### config.mk
export PLATFORM = sky130hd
export DESIGN_NAME = t2mi_pacer
export DESIGN_NICKNAME = d
export VERILOG_FILES = /design/src/rtl/t2mi_pacer_pkg.sv /design/src/rtl/t2mi_pacer_rate_nco.sv /design/src/rtl/t2mi_pacer.sv
export SDC_FILE = /design/constraint.sdc
export NUM_CORES = 1
export LEC_CHECK = 0
export CORE_MARGIN = 10
export CORE_UTILIZATION = 35
export CTS_CLUSTER_DIAMETER = 80
export DETAILED_ROUTE_END_ITERATION = 16
export SLEW_MARGIN = 20
export SYNTH_ARGS = -nofsm -noshare
export SYNTH_HDL_FRONTEND = slang
export SYNTH_SLANG_ARGS = --single-unit
### constraint.sdc
create_clock -name CLK -period 5.66 [get_ports CLK]
set_input_delay 0.566 -clock CLK [delete_from_list [all_inputs] [get_ports CLK]]
set_output_delay 0.566 -clock CLK [all_outputs]
set_load 0.02 [all_outputs]
### src/rtl/t2mi_pacer_pkg.sv
// t2mi_pacer_pkg
//  Shared definitions for the TS->T2-MI pacer: pacer FSM state codes and
//  the packetizer state-monitor codes the pacer watches.
package t2mi_pacer_pkg;

  typedef enum logic [1:0] {
    PACER_IDLE  = 2'd0,
    PACER_PRIME = 2'd1,
    PACER_RUN   = 2'd2,
    PACER_DRAIN = 2'd3
  } pacer_state_t;

  // Packetizer state-monitor codes
  localparam logic [3:0] T2MI_ST_INSERT_UP = 4'h3;
  localparam logic [3:0] T2MI_ST_CRC32     = 4'h7;
  localparam logic [3:0] T2MI_ST_HEADER    = 4'h0;

  localparam int USEDW_W = 13;
  localparam int STATS_W = 16;

  // RUN and DRAIN both keep the NCO and credit logic running.
  function automatic logic is_pacing(input pacer_state_t s);
    return (s == PACER_RUN) || (s == PACER_DRAIN);
  endfunction

endpackage

### src/rtl/t2mi_pacer_rate_nco.sv
// rate_nco
//  Fractional NCO: every enabled cycle adds NUM to the accumulator modulo DEN
//  and pulses TICK when the sum wraps, giving TICK rate = f_CLK*NUM/DEN.
//  Ports:
//   CLK   in   clock
//   RST   in   asynchronous active-low reset (accumulator to 0)
//   CLR   in   synchronous accumulator clear, wins over ENA
//   ENA   in   advance the accumulator this cycle
//   NUM   in   increment (NUM < DEN)
//   DEN   in   modulus (DEN != 0)
//   TICK  out  combinational wrap pulse for the current cycle
module rate_nco #(
  parameter int ACC_W = 24
) (
  input  logic             CLK,
  input  logic             RST,
  input  logic             CLR,
  input  logic             ENA,
  input  logic [ACC_W-1:0] NUM,
  input  logic [ACC_W-1:0] DEN,
  output logic             TICK
);

  logic [ACC_W-1:0] acc;
  logic [ACC_W:0]   sum;
  logic [ACC_W:0]   diff;
  logic             wrap;

  // One extra bit so acc + NUM never overflows before the compare.
  always_comb begin
    sum  = {1'b0, acc} + {1'b0, NUM};
    diff = sum - {1'b0, DEN};
    wrap = (sum >= {1'b0, DEN});
  end

  assign TICK = ENA & wrap;

  always_ff @(posedge CLK or negedge RST) begin
    if (!RST) begin
      acc <= '0;
    end else if (CLR) begin
      acc <= '0;
    end else if (ENA) begin
      acc <= wrap ? diff[ACC_W-1:0] : sum[ACC_W-1:0];
    end
  end

endmodule

### src/rtl/t2mi_pacer.sv
// t2mi_pacer
//  Run/stop and rate controller for the TS->T2-MI packetizer. A fractional
//  NCO earns byte credits; each credit is spent as one registered ENA_TS2T2MI
//  cycle when the output FIFO is not almost full. The pacer primes on input
//  FIFO fill, and a stop request only takes effect on a T2-MI packet boundary
//  (end of CRC-32 followed by the next header).
//  Ports:
//   CLK, RST          clock, asynchronous active-low reset
//   START, STOP       level-sampled run/stop requests (STOP wins)
//   CLR_STATS         synchronous clear of UNDERRUN_CNT and CREDIT_OVF
//   RATE_NUM/RATE_DEN NCO increment / modulus
//   IN_USEDW, EMPTY   input TS FIFO fill and empty flag
//   OUT_ALMOST_FULL   output T2-MI FIFO backpressure
//   STATE_MON         packetizer state monitor
//   ENA_TS2T2MI       registered packetizer clock enable
//   BUSY, PACER_STATE FSM status
//   UNDERRUN_CNT      saturating count of enabled insert_up cycles while EMPTY
//   CREDIT_OVF        sticky: a credit was dropped at saturation
module t2mi_pacer
  import t2mi_pacer_pkg::*;
#(
  parameter int ACC_W       = 24,
  parameter int CREDIT_W    = 4,
  parameter int CREDIT_MAX  = 8,
  parameter int PRIME_LEVEL = 1504
) (
  input  logic               CLK,
  input  logic               RST,
  input  logic               START,
  input  logic               STOP,
  input  logic               CLR_STATS,
  input  logic [ACC_W-1:0]   RATE_NUM,
  input  logic [ACC_W-1:0]   RATE_DEN,
  input  logic [USEDW_W-1:0] IN_USEDW,
  input  logic               EMPTY,
  input  logic               OUT_ALMOST_FULL,
  input  logic [3:0]         STATE_MON,
  output logic               ENA_TS2T2MI,
  output logic               BUSY,
  output logic [1:0]         PACER_STATE,
  output logic [STATS_W-1:0] UNDERRUN_CNT,
  output logic               CREDIT_OVF
);

  localparam logic [CREDIT_W-1:0] CREDIT_TOP = CREDIT_W'(CREDIT_MAX);
  localparam logic [USEDW_W-1:0]  PRIME_FILL = USEDW_W'(PRIME_LEVEL);

  pacer_state_t        state;
  logic [CREDIT_W-1:0] credit;
  logic [3:0]          state_mon_p1;
  logic [CREDIT_W:0]   credit_upd;
  logic                pacing, tick, spend, boundary, go_idle, nco_clr, underrun;

  // Credit step: tick and spend cancel; a tick at the ceiling with no spend
  // is dropped and reported in the MSB. Spend implies c != 0, so no wrap.
  function automatic logic [CREDIT_W:0] credit_step(input logic [CREDIT_W-1:0] c,
                                                    input logic tk,
                                                    input logic sp);
    logic [CREDIT_W-1:0] n;
    logic                lost;
    n    = c;
    lost = 1'b0;
    if (tk && !sp) begin
      if (c == CREDIT_TOP) lost = 1'b1;
      else                 n = c + CREDIT_W'(1);
    end else if (!tk && sp) begin
      n = c - CREDIT_W'(1);
    end
    return {lost, n};
  endfunction

  function automatic logic [STATS_W-1:0] sat_inc(input logic [STATS_W-1:0] v);
    return (v == {STATS_W{1'b1}}) ? v : v + STATS_W'(1);
  endfunction

  always_comb begin
    pacing     = is_pacing(state);
    spend      = pacing && (credit != '0) && !OUT_ALMOST_FULL;
    boundary   = (state_mon_p1 == T2MI_ST_CRC32) && (STATE_MON == T2MI_ST_HEADER);
    // A START in DRAIN cancels the drain even on a boundary cycle.
    go_idle    = (state == PACER_DRAIN) && !(START && !STOP) && boundary;
    nco_clr    = !pacing || go_idle;
    credit_upd = credit_step(credit, tick, spend);
    underrun   = ENA_TS2T2MI && (STATE_MON == T2MI_ST_INSERT_UP) && EMPTY;
  end

  rate_nco #(.ACC_W(ACC_W)) u_nco (
    .CLK  (CLK),
    .RST  (RST),
    .CLR  (nco_clr),
    .ENA  (pacing),
    .NUM  (RATE_NUM),
    .DEN  (RATE_DEN),
    .TICK (tick)
  );

  // FSM, credit counter and boundary-detect register
  always_ff @(posedge CLK or negedge RST) begin
    if (!RST) begin
      state        <= PACER_IDLE;
      BUSY         <= 1'b0;
      ENA_TS2T2MI  <= 1'b0;
      credit       <= '0;
      state_mon_p1 <= T2MI_ST_HEADER;
    end else begin
      state_mon_p1 <= STATE_MON;
      credit       <= nco_clr ? '0 : credit_upd[CREDIT_W-1:0];
      case (state)
        PACER_IDLE: begin
          ENA_TS2T2MI <= 1'b0;
          if (START && !STOP) begin
            state <= PACER_PRIME;
            BUSY  <= 1'b1;
          end
        end
        PACER_PRIME: begin
          ENA_TS2T2MI <= 1'b0;
          if (STOP) begin
            state <= PACER_IDLE;
            BUSY  <= 1'b0;
          end else if (IN_USEDW >= PRIME_FILL) begin
            state <= PACER_RUN;
          end
        end
        PACER_RUN: begin
          ENA_TS2T2MI <= spend;
          if (STOP) state <= PACER_DRAIN;
        end
        PACER_DRAIN: begin
          if (START && !STOP) begin
            ENA_TS2T2MI <= spend;
            state       <= PACER_RUN;
          end else if (go_idle) begin
            // Packet just closed: stop the packetizer before the next header byte.
            ENA_TS2T2MI <= 1'b0;
            state       <= PACER_IDLE;
            BUSY        <= 1'b0;
          end else begin
            ENA_TS2T2MI <= spend;
          end
        end
        default: begin
          ENA_TS2T2MI <= 1'b0;
          state       <= PACER_IDLE;
          BUSY        <= 1'b0;
        end
      endcase
    end
  end

  // Statistics; CLR_STATS wins over a same-cycle event
  always_ff @(posedge CLK or negedge RST) begin
    if (!RST) begin
      UNDERRUN_CNT <= '0;
      CREDIT_OVF   <= 1'b0;
    end else if (CLR_STATS) begin
      UNDERRUN_CNT <= '0;
      CREDIT_OVF   <= 1'b0;
    end else begin
      if (underrun)          UNDERRUN_CNT <= sat_inc(UNDERRUN_CNT);
      if (credit_upd[CREDIT_W]) CREDIT_OVF <= 1'b1;
    end
  end

  assign PACER_STATE = state;

endmodule
# Yosys cells after proc, flatten, opt, wreduce, memory -nomap -nowiden
# Index checks and enable logic that the tools add are counted.
[op_classes] bitwise_logic=1 n_eq_ne=16 n_lt_le_gt_ge=2 muxes=29 add_sub_neg=5 reduce_logical=31
[op_table] operator="two-way mux 24 bit" n=3
[op_table] operator="two-way mux 16 bit" n=3
[op_table] operator="adder 24 x 24 -> 25 bit" n=1
[op_table] operator="greater-or-equal comparator 25 x 24 -> 1 bit" n=1
[op_table] operator="subtractor 24 bit" n=1
[op_table] operator="adder 16 x 1 -> 16 bit (second input constant)" n=1
[op_table] operator="== test 16 bit (second input constant)" n=1
[op_table] operator="two-way mux 4 bit" n=4
[op_table] operator="greater-or-equal comparator 13 x 11 -> 1 bit (second input constant)" n=1
[op_table] operator="two-way mux 2 bit" n=6
[op_table] operator="!= test 2 bit (second input constant)" n=6
[op_table] operator="logical AND 1 bit" n=10
[op_table] operator="two-way mux 1 bit" n=10
[op_table] operator="case mux 2 bit (4 select lines)" n=1
[op_table] operator="zero test 1 bit" n=6
[op_table] operator="!= test 3 bit (second input constant)" n=2
[op_table] operator="case mux 1 bit (3 select lines)" n=2
[op_table] operator="nonzero test 2 bit" n=3
[op_table] operator="nonzero test 3 bit" n=2
[op_table] operator="AND reduction 5 bit" n=1
[op_table] operator="adder 4 x 1 -> 4 bit (second input constant)" n=1
[op_table] operator="== test 2 bit (second input constant)" n=2
[op_table] operator="== test 4 x 2 -> 1 bit (second input constant)" n=1
[op_table] operator="== test 4 x 3 -> 1 bit (second input constant)" n=1
[op_table] operator="other kinds (12)" n=14
[totals] reg_bits=53 word_cells=92 output_inout_bits=21 in_bits=72

# Depth between registers and ports, before layout
# Gate-level depths: netlist of run 1.
[depth] depth_word=9 depth_mapped=26 ltp_nobuf=25

# Hierarchy
# Synthesis of run 1 repeated with hierarchy kept, for this count alone.
[hier_totals] hier_cells=670 hier_area_um2=5313.8
[modules_own_cells] mod="rate_nco" area_each_um2=3626.0 seq_area_each_um2=600.6 cells_per_inst=490 n_inst=1
[modules_own_cells] mod="t2mi_pacer" area_each_um2=1687.9 seq_area_each_um2=725.7 cells_per_inst=180 n_inst=1

# Worst setup path after synthesis of run 1
# No wires, ideal clock.
[synth_path] path_type="input-to-reg" from="input port RATE_NUM[0]" to="register credit[3]" cell_stages=26 arrival_time_ps=5058 slack_ps=471 n_path_buf=1 required_time_ps=5529 setup_ps=131 cell_sequence="ha_1 > fa_1 > a211oi_1 > o211ai_1 > nand3_1 > nand2_1 > o21ai_0 > nand2b_1 > xor2_1 > ha_1 > buf_2 > nand4_1 > or2_0 > or4_1 > and3_1 > a21bo_1 > a21oi_1 > inv_1 > ha_1 > inv_1 > nor2_1 > nor3_1 > nand3_1 > o31a_1 > xor2_1 > nor2_1"
[synth_via] elab_chain_cells=7 word_cells_on_any_way=11 classes_between="add/sub (1); order compare (1); eq/ne (1); mux (2); bitwise (1); reduce/logical (5)"
[synth_lines] element="from (decl)" line="t2mi_pacer.sv:32" rtl="input logic [ACC_W-1:0] RATE_NUM,"
[synth_lines] element="adder 24 x 24 -> 25 bit *" line="t2mi_pacer_rate_nco.sv:31" rtl="sum = {1'b0, acc} + {1'b0, NUM};"
[synth_lines] element="greater-or-equal comparator 25 x 24 -> 1 bit *" line="t2mi_pacer_rate_nco.sv:33" rtl="wrap = (sum >= {1'b0, DEN});"
[synth_lines] element="bitwise AND 1 bit *" line="t2mi_pacer_rate_nco.sv:36" rtl="assign TICK = ENA & wrap;"
[synth_lines] element="zero test 1 bit" line="t2mi_pacer.sv:66" rtl="end else if (!tk && sp) begin"
[synth_lines] element="logical AND 1 bit" line="t2mi_pacer.sv:66"
[synth_lines] element="nonzero test 3 bit (no line)"
[synth_lines] element="AND reduction 2 bit (no line)"
[synth_lines] element="to (signal assigned)" line="t2mi_pacer.sv:107" rtl="credit <= nco_clr ? '0 : credit_upd[CREDIT_W-1:0];"
[synth_lines] element="to (decl)" line="t2mi_pacer.sv:49" rtl="logic [CREDIT_W-1:0] credit;"
# Every way passes the cells marked *; elsewhere a longest branch is shown, timed or not.
# A chain may end at the register's enable or synchronous reset.

# Worst setup path in the final report of run 1
[layout_path] from="input port RATE_NUM[6]" to="register credit[2]"
# Same word-level chain as after synthesis.

==> results_dict.tcl, run 1 <==
set metrics [dict create \
    hp-class "in2async" \
    nNetsFinal 815 \
    p_leak_uw 0.00281 \
    start_kind "primary input" \
    max_cap_viol_count 0 \
    synthFlopType "dfrtp_1" \
    clk_latency_ns 0.31 \
    numCtsBuffers 5 \
    synthArstFlopShare 1.00 \
    fin_skew_ns 0.00557 \
    clock.fmax_ghz 0.183 \
    track_usage 0.139 \
    die_area_mm2 0.0185 \
    ys_ff_latch 53 \
    synth_edf_count 0 \
    yosysWarnings 0 \
    tightest_slew_ns 0.714 \
    netlist_instances 576 \
    vias 4449 \
    antenna_cells 0 \
    drive_gt1_frac 0.0825 \
    syn-cell-area_mm2 0.00472 \
    critPathKind "in2reg" \
    min_period_ns 5.46 \
    whs_ns 0.372 \
    die_w_um 136 \
    io_pins 93 \
    dp_hpwl_um 10100 \
    final_util 0.466 \
    syn_avg_cell_area_um2 8.19 \
    stdcell_area_mm2 0.00617 \
    routedWlPerCell_um 14.8 \
    clk_path_buf_depth 2 \
    drt-initial-drc-count 139 \
    die_h_um 136 \
    tritoncts "done" \
    worstPathArrival_ns 5.66 \
    r2r_slack_ns 0.51 \
    grt_pass1_vias 4487 \
    antenna_found_initial 0 \
    status "finished, final reports clean" \
    dpl_cell_area_mm2 0.00595 \
    cp_max_fo 3 \
    cts.clk_slew.worst_paths_ns 0.08 \
    finalWeightedCongestion 0.862 \
    yosysSeqAreaShare 0.281 \
    clkSinkCount 53 \
    grt_max_degree 54 \
    start_util 0.356 \
    required_ns 5.86 \
    ant_nets 0 \
    end_kind "flip-flop" \
    gr-total-overflow 0 \
    holdBufCountCts 0 \
    grt_pass1_wl_um 21200 \
    detail_route.vias_per_cell 5.13 \
    relSlewSlack 0.524 \
    ys_types 60 \
    peakVddDrop_mv 0.228 \
    port_buffers 87 \
    core_area_mm2 0.0132 \
    routed_wl_um 12900 \
    r2r-end "credit[2]" \
    hold_viol 0 \
    setup_viol 0 \
    area.growth.synth_to_final_pct 30.9 \
    maxSlewViolCount 0 \
    syn_nets 701 \
    power_density_mw_per_mm2 728 \
    r2r_cells 23 \
    h-tree-depth 2 \
    cts-root-buf "clkbuf_16" \
    dr.pass1.iters 4 \
    rows 42 \
    drc 0 \
    min_period_over_period 0.964 \
    worstReg2RegStart "u_nco.acc[6]" \
]
[registers in the layout, indices dropped and copies added (netlist names)]
signal and count:
u_nco.acc 24, UNDERRUN_CNT 16, credit 4, state_mon_p1 4, PACER_STATE 2, BUSY 1
CREDIT_OVF 1, ENA_TS2T2MI 1
[synth_stat cells (all sizes together), types with 6 or more instances]
cell type / instances / area share
nand2b: 9 / 0.012
o211ai: 8 / 0.013
a211oi: 10 / 0.016
nor3: 12 / 0.013
inv: 45 / 0.036
nand3: 19 / 0.020
o21bai: 6 / 0.0096
o21ai: 21 / 0.022
dfrtp: 53 / 0.28
a21o: 16 / 0.025
buf: 7 / 0.0082
nor2: 71 / 0.057
a21boi: 6 / 0.0096
a21oi: 50 / 0.053
nand2: 48 / 0.038
xnor2: 30 / 0.056
mux2i: 7 / 0.015
ha: 51 / 0.14
xor2: 24 / 0.045
nand4: 9 / 0.012
[cell families (layout without fill, tap and decap cells)]
| group | Yosys count | in the layout | share of synthesized area |
|---|---|---|---|
| simple gates | 194 | 194 | 0.189 |
| compound gates | 158 | 158 | 0.222 |
| buf+inv | 57 | 172 | 0.0480 |
| xor+xnor | 54 | 54 | 0.100 |
| fa+ha+maj | 53 | 53 | 0.144 |
| flops | 53 | 53 | 0.281 |
| mux | 7 | 7 | 0.0149 |
[per-stage QoR]
step | TNS, ns | total power, µW | instances | setup WS [ns]
finish | 0 | 4490 | 867 | 0.204
global route | -0.0547 | 5000 | 867 | -0.0547
CTS | 0 | 4440 | 863 | 0.0986
detailed placement | -0.388 | 4070 | 855 | -0.209
global placement | -0.134 | 4020 | 855 | -0.0796
floorplan | 0 | 3220 | 576 | 0.471
[how the worst max path moves through the flow]
stage	to	slack, ns	depth (start not counted)	start
global route	credit[3]	-0.05	26	RATE_NUM[6]
floorplan	credit[3]	0.47	26	RATE_NUM[0]
CTS	credit[2]	0.1	24	RATE_NUM[0]
finish	credit[2]	0.20	24	RATE_NUM[6]
global placement	credit[3]	-0.08	26	RATE_NUM[0]
detailed placement	credit[2]	-0.21	24	RATE_NUM[0]
[layer usage]
layer	global-route usage	wire, µm	up-vias
met4	0.0337	143	0
met5	0	0	-
met3	0.0413	711	14
met1	0.173	5930	2073
met2	0.231	6080	83
li1	-	-	2279
[power breakdown]
part | total [µW] | switching, µW | internal [µW]
registers | 591 | 62.1 | 529
logic | 3570 | 1930 | 1640
clock network | 337 | 166 | 171
[area by class of cell]
cell class	instances	area [µm²]
clock inverter	3	28.8
sequential	53	1330
fill	1320	7070
multi-input combinational	466	3200
clock buffer	5	125
inverter	45	169
tap	176	220
timing repair buffer	119	1110
[layout by cell type, fill, tap and decap left out, drive strengths merged, types with 7 or more instances in the layout]
master,count
nand3,19
nor2,71
xor2,24
ha,51
nor3,12
a21oi,50
a21o,16
dfrtp,53
a211oi,10
buf,33
nand4,9
o211ai,8
mux2i,7
xnor2,30
nand2b,9
o21ai,21
nand2,48
clkdlybuf4s50,86
inv,48
[worst max-delay path: stages]
cell             delay (ns)
clkdlybuf4s50_1        0.40
ha_1                   0.31
a21o_1                 0.19
or3_1                  0.32
o211ai_1               0.23
buf_4                  0.17
nand2_1                0.07
a21o_1                 0.20
a21oi_2                0.15
xnor2_1                0.11
ha_1                   0.32
nand4_1                0.16
or2_0                  0.26
or4_1                  0.53
and3_1                 0.20
a21bo_1                0.21
a21oi_2                0.15
inv_1                  0.06
ha_1                   0.33
inv_2                  0.07
nor2_1                 0.17
a22oi_1                0.10
and4_1                 0.20
o21ba_2                0.18
[timing repair]
action,4_1_cts,5_1_grt
endpoints found under the setup margin,0,3
setup buffers,0,4
resized for setup,0,11
No activity file was read; power rests on OpenSTA's default activity.
==> run 2: changes to the inputs <==
--- a/config.mk
+++ b/config.mk
@@ -5,10 +5,10 @@
 export SDC_FILE = /design/constraint.sdc
 export NUM_CORES = 1
 export LEC_CHECK = 0
-export CORE_MARGIN = 10
-export CORE_UTILIZATION = 35
+export CORE_UTILIZATION = 50
 export CTS_CLUSTER_DIAMETER = 80
 export DETAILED_ROUTE_END_ITERATION = 16
+export PLACE_DENSITY = 0.8
 export SLEW_MARGIN = 20
 export SYNTH_ARGS = -nofsm -noshare
 export SYNTH_HDL_FRONTEND = slang
==> results_dict.tcl, run 2 (synthesis gave the netlist of run 1 again) <==
set metrics [dict create \
    cts-root-buf "clkbuf_8" \
    cts.clk_slew.worst_paths_ns 0.11 \
    layout_common_cells "clkdlybuf4s50_1, nor2_1, dfrtp_1" \
    layout_commonest_cell "clkdlybuf4s50_1" \
    layout_setup_ws_ns 0.209 \
    clock.fmax_ghz 0.183 \
    grt_max_degree 54 \
    hold_viol 0 \
    start_kind "primary input" \
    max_cap_viol_count 0 \
    power_density_mw_per_mm2 722 \
    min_period_over_period 0.963 \
    grt_pass1_vias 4325 \
    final_util 0.650 \
    ant_nets 0 \
    tritoncts "done" \
    reg_top3 "u_nco.acc x24, UNDERRUN_CNT x16" \
    min_period_ns 5.45 \
    fill_cells 768 \
    worstPathArrival_ns 5.66 \
    setup_viol 0 \
    core_area_mm2 0.00920 \
    routedWlPerCell_um 14.8 \
    drive_gt1_frac 0.0701 \
    grt_pass1_wl_um 19100 \
    p_leak_uw 0.00275 \
    fin_skew_ns 0.0105 \
    cp_max_fo 4 \
    end_kind "flip-flop" \
    clk_path_buf_depth 2 \
    worstReg2RegStart "u_nco.acc[0]" \
    required_ns 5.87 \
    tightest_slew_ns 0.694 \
    die_area_mm2 0.00982 \
    start_util 0.513 \
    regMostFlops "u_nco.acc" \
    r2r_slack_ns 0.55 \
    dp_hpwl_um 9110 \
    largest_reg_flops 24 \
    dpl.cell_count 784 \
    h-tree-depth 2 \
    holdBufCountCts 0 \
    antenna_found_initial 0 \
    relSlewSlack 0.537 \
    area.growth.synth_to_final_pct 26.8 \
    peakVddDrop_mv 0.298 \
    r2r_cells 25 \
    maxSlewViolCount 0 \
    r2r-end "credit[3]" \
    gr-total-overflow 0 \
    vias 4533 \
    antenna_cells 0 \
    fin_cells 796 \
    port_buffers 87 \
    track_usage 0.240 \
    hp-class "in2async" \
    drt-initial-drc-count 182 \
    detail_route.vias_per_cell 5.69 \
    die_w_um 99.1 \
    io_pins 93 \
    finalWeightedCongestion 0.900 \
    rows 35 \
    clk_latency_ns 0.33 \
    place_ws_ns -0.260 \
    die_h_um 99.1 \
    drc 0 \
    clkSinkCount 53 \
    dr.pass1.iters 5 \
    status "finished, final reports clean" \
    critPathKind "in2reg" \
    routed_wl_um 11800 \
    nNetsFinal 809 \
    numCtsBuffers 5 \
]
-- run 2: changes by cell type in the layout (fill, tap and decap cells not counted), sizes merged --
| cell | before | now |
|---|---|---|
| buf | 33 | 27 |
| clkinvlp | 0 | 2 |
| inv | 48 | 46 |
-- run 2: through the flow --
| step | hold WS, ns | instance area (µm²) | TNS [ns] | total power (µW) |
|---|---|---|---|---|
| CTS | 0.385 | 5920 | 0 | 4260 |
| detailed placement | 0.546 | 5830 | -0.480 | 4000 |
| global placement | 0.486 | 5830 | -0.0273 | 3880 |
| finish | 0.353 | 5980 | 0 | 4320 |
| floorplan | 0.270 | 4720 | 0 | 3220 |
| global route | 0.417 | 5980 | -0.0341 | 4730 |
-- run 2: per-layer routing --
metal  vias up  global-route usage  share of wire
met2       106               0.448           0.50
met1      2146               0.294           0.45
met5         -                   0              0
li1       2267                   -              -
met4         0              0.0600          0.016
met3        14              0.0274          0.039
-- run 2: where the power goes --
part | switching [µW] | internal, µW
logic | 1910 | 1580
registers | 62.7 | 528
clock network | 142 | 90.3
-- run 2: worst max path at each step --
stage,from,to,slack [ns]
2_1_floorplan,RATE_NUM[0],credit[3],0.47
6_report,RATE_NUM[0],credit[3],0.21
3_3_place_gp,RATE_NUM[0],credit[3],-0.03
4_1_cts,RATE_NUM[0],credit[3],0.08
5_1_grt,RATE_NUM[6],credit[3],-0.03
3_5_place_dp,RATE_NUM[0],credit[3],-0.26
-- run 2: layout make-up --
type	count	area (µm²)	area share
inverters	45	169	0.0282
clock inverters	3	26.3	0.00439
repair buffers	113	1060	0.177
well taps	111	139	0.0232
flip-flops and latches	53	1330	0.222
multi-input cells	466	3190	0.533
clock buffers	5	68.8	0.0115
-- run 2: what timing repair did --
item | in CTS | in global routing
gates resized for setup | 0 | 9
setup endpoints to repair | 0 | 2
endpoints found under the hold margin | 0 | 0
setup buffers | 0 | 4
-- run 2: worst max-delay path, stage by stage --
cell and delay [ns]:
clkdlybuf4s50_1 0.44, ha_2 0.22, fa_2 0.39, a211oi_2 0.29
o211ai_1 0.18, nand3_1 0.20, nand2_2 0.10, o21ai_1 0.13
nand2b_1 0.08, xor2_1 0.16, ha_1 0.30, nand4_1 0.16
or2_1 0.26, or4_1 0.53, and3_1 0.19, a21bo_1 0.21
a21oi_2 0.14, inv_1 0.06, ha_1 0.31, inv_1 0.11
nor2_1 0.06, nor3_1 0.15, nand3_1 0.11, o31a_1 0.12
xor2_1 0.13, nor2_1 0.05
==> run 3: changes to the inputs <==
--- a/config.mk
+++ b/config.mk
@@ -8,6 +8,7 @@
 export CORE_UTILIZATION = 50
 export CTS_CLUSTER_DIAMETER = 80
 export DETAILED_ROUTE_END_ITERATION = 16
+export GPL_TIMING_DRIVEN = 0
 export PLACE_DENSITY = 0.8
 export SLEW_MARGIN = 20
 export SYNTH_ARGS = -nofsm -noshare
==> results_dict.tcl, run 3 (synthesis gave the netlist of run 1 again) <==
set metrics [dict create \
    fin_setup_tns_ns 0 \
    routed_wl_um 12300 \
    clk_path_buf_depth 2 \
    worstReg2RegStart "u_nco.acc[0]" \
    io_pins 93 \
    h-tree-depth 2 \
    start_util 0.513 \
    drive_gt1_frac 0.0622 \
    routedWlPerCell_um 15.7 \
    ant_nets 0 \
    hold_viol 0 \
    layout_common_cells "clkdlybuf4s50_1, nor2_1, dfrtp_1" \
    cts.clk_slew.worst_paths_ns 0.12 \
    tritoncts "done" \
    final_util 0.645 \
    r2r_slack_ns 0.40 \
    maxSlewViolCount 0 \
    whs_ns 0.260 \
    die_h_um 99.1 \
    cp_max_fo 5 \
    peakVddDrop_mv 0.285 \
    critPathKind "in2reg" \
    dp_hpwl_um 9400 \
    cp_common_cell "a21o_1" \
    reg_top3 "u_nco.acc x24, UNDERRUN_CNT x16" \
    tightest_slew_ns 0.746 \
    relSlewSlack 0.499 \
    track_usage 0.250 \
    worstPathArrival_ns 5.72 \
    layout_setup_ws_ns 0.141 \
    setup_viol 0 \
    max_stage_delay_ns 0.55 \
    min_period_ns 5.52 \
    r2r-end "credit[3]" \
    status "finished, final reports clean" \
    required_ns 5.86 \
    nNetsFinal 799 \
    finalWeightedCongestion 0.884 \
    grt_pass1_vias 4473 \
    dr.pass1.iters 5 \
    p_leak_uw 0.00270 \
    area.growth.synth_to_final_pct 25.9 \
    antenna_found_initial 0 \
    clk_latency_ns 0.33 \
    layout_commonest_cell "clkdlybuf4s50_1" \
    place_ws_ns -0.753 \
    numCtsBuffers 5 \
    gr-total-overflow 0 \
    start_kind "primary input" \
    end_kind "flip-flop" \
    hp-class "in2async" \
    antenna_cells 0 \
    clock.fmax_ghz 0.181 \
    drt-initial-drc-count 216 \
    regMostFlops "u_nco.acc" \
    rows 35 \
    vias 4546 \
    total_power_uw 4350 \
    crit_path_top_delay_cell "or4_1" \
    grt_max_degree 54 \
    fin_skew_ns 0.00806 \
    power_density_mw_per_mm2 733 \
    max_cap_viol_count 0 \
    die_area_mm2 0.00982 \
    largest_reg_flops 24 \
    r2r_cells 26 \
    port_buffers 86 \
    core_area_mm2 0.00920 \
    min_period_over_period 0.975 \
    clkSinkCount 53 \
    drc 0 \
    die_w_um 99.1 \
    detail_route.vias_per_cell 5.78 \
    grt_pass1_wl_um 19900 \
    cts-root-buf "clkbuf_8" \
]
==> run 3: timing repair <==
item,CTS,global route
pin swaps,2,9
hold buffers,0,0
setup buffers,1,4
resized for setup,6,17
setup endpoints to repair,2,17
==> run 3: how the worst max path moves through the flow <==
stage	from	end	cells after the start
floorplan	RATE_NUM[0]	credit[3]	26
global placement	RATE_NUM[0]	credit[3]	27
detailed placement	RATE_NUM[0]	credit[3]	27
CTS	RATE_NUM[0]	credit[3]	27
global route	RATE_NUM[6]	credit[3]	26
finish	RATE_NUM[6]	credit[3]	26
==> run 3: where the power goes <==
group	switching, µW	total (µW)	leakage, µW	internal [µW]
Sequential	64.8	593	0.000666	528
Combinational	1990	3510	0.00198	1520
Clock	155	249	0.0000511	94.0
==> run 3: critical path, delay by kind of cell <==
family	cells	cell delay (ns)
compound gates	7	1.34
xor+xnor	2	0.25
fa+ha+maj	3	0.90
buf+inv	4	0.75
simple gates	10	1.88
==> run 3: per-layer routing <==
| metal | vias up | GRT usage | part of all wire |
|---|---|---|---|
| met5 | - | 0 | 0 |
| met4 | 0 | 0.0781 | 0.023 |
| met3 | 23 | 0.0337 | 0.051 |
| met2 | 132 | 0.444 | 0.50 |
| met1 | 2145 | 0.316 | 0.43 |
| li1 | 2246 | - | - |
==> run 3: per-stage QoR <==
stage	cells	instance area [µm²]
4_1_cts	782	5840
6_report	786	5940
5_1_grt	786	5940
3_5_place_dp	773	5710
3_3_place_gp	773	5720
2_1_floorplan	576	4720
==> run 3: layout make-up <==
cell class	count	area (µm²)
inverter	45	169
buffer	12	60.1
timing repair buffer	91	898
fill	786	3260
clock inverter	3	28.8
multi-input combinational	466	3250
tap	111	139
clock buffer	5	68.8
sequential	53	1330
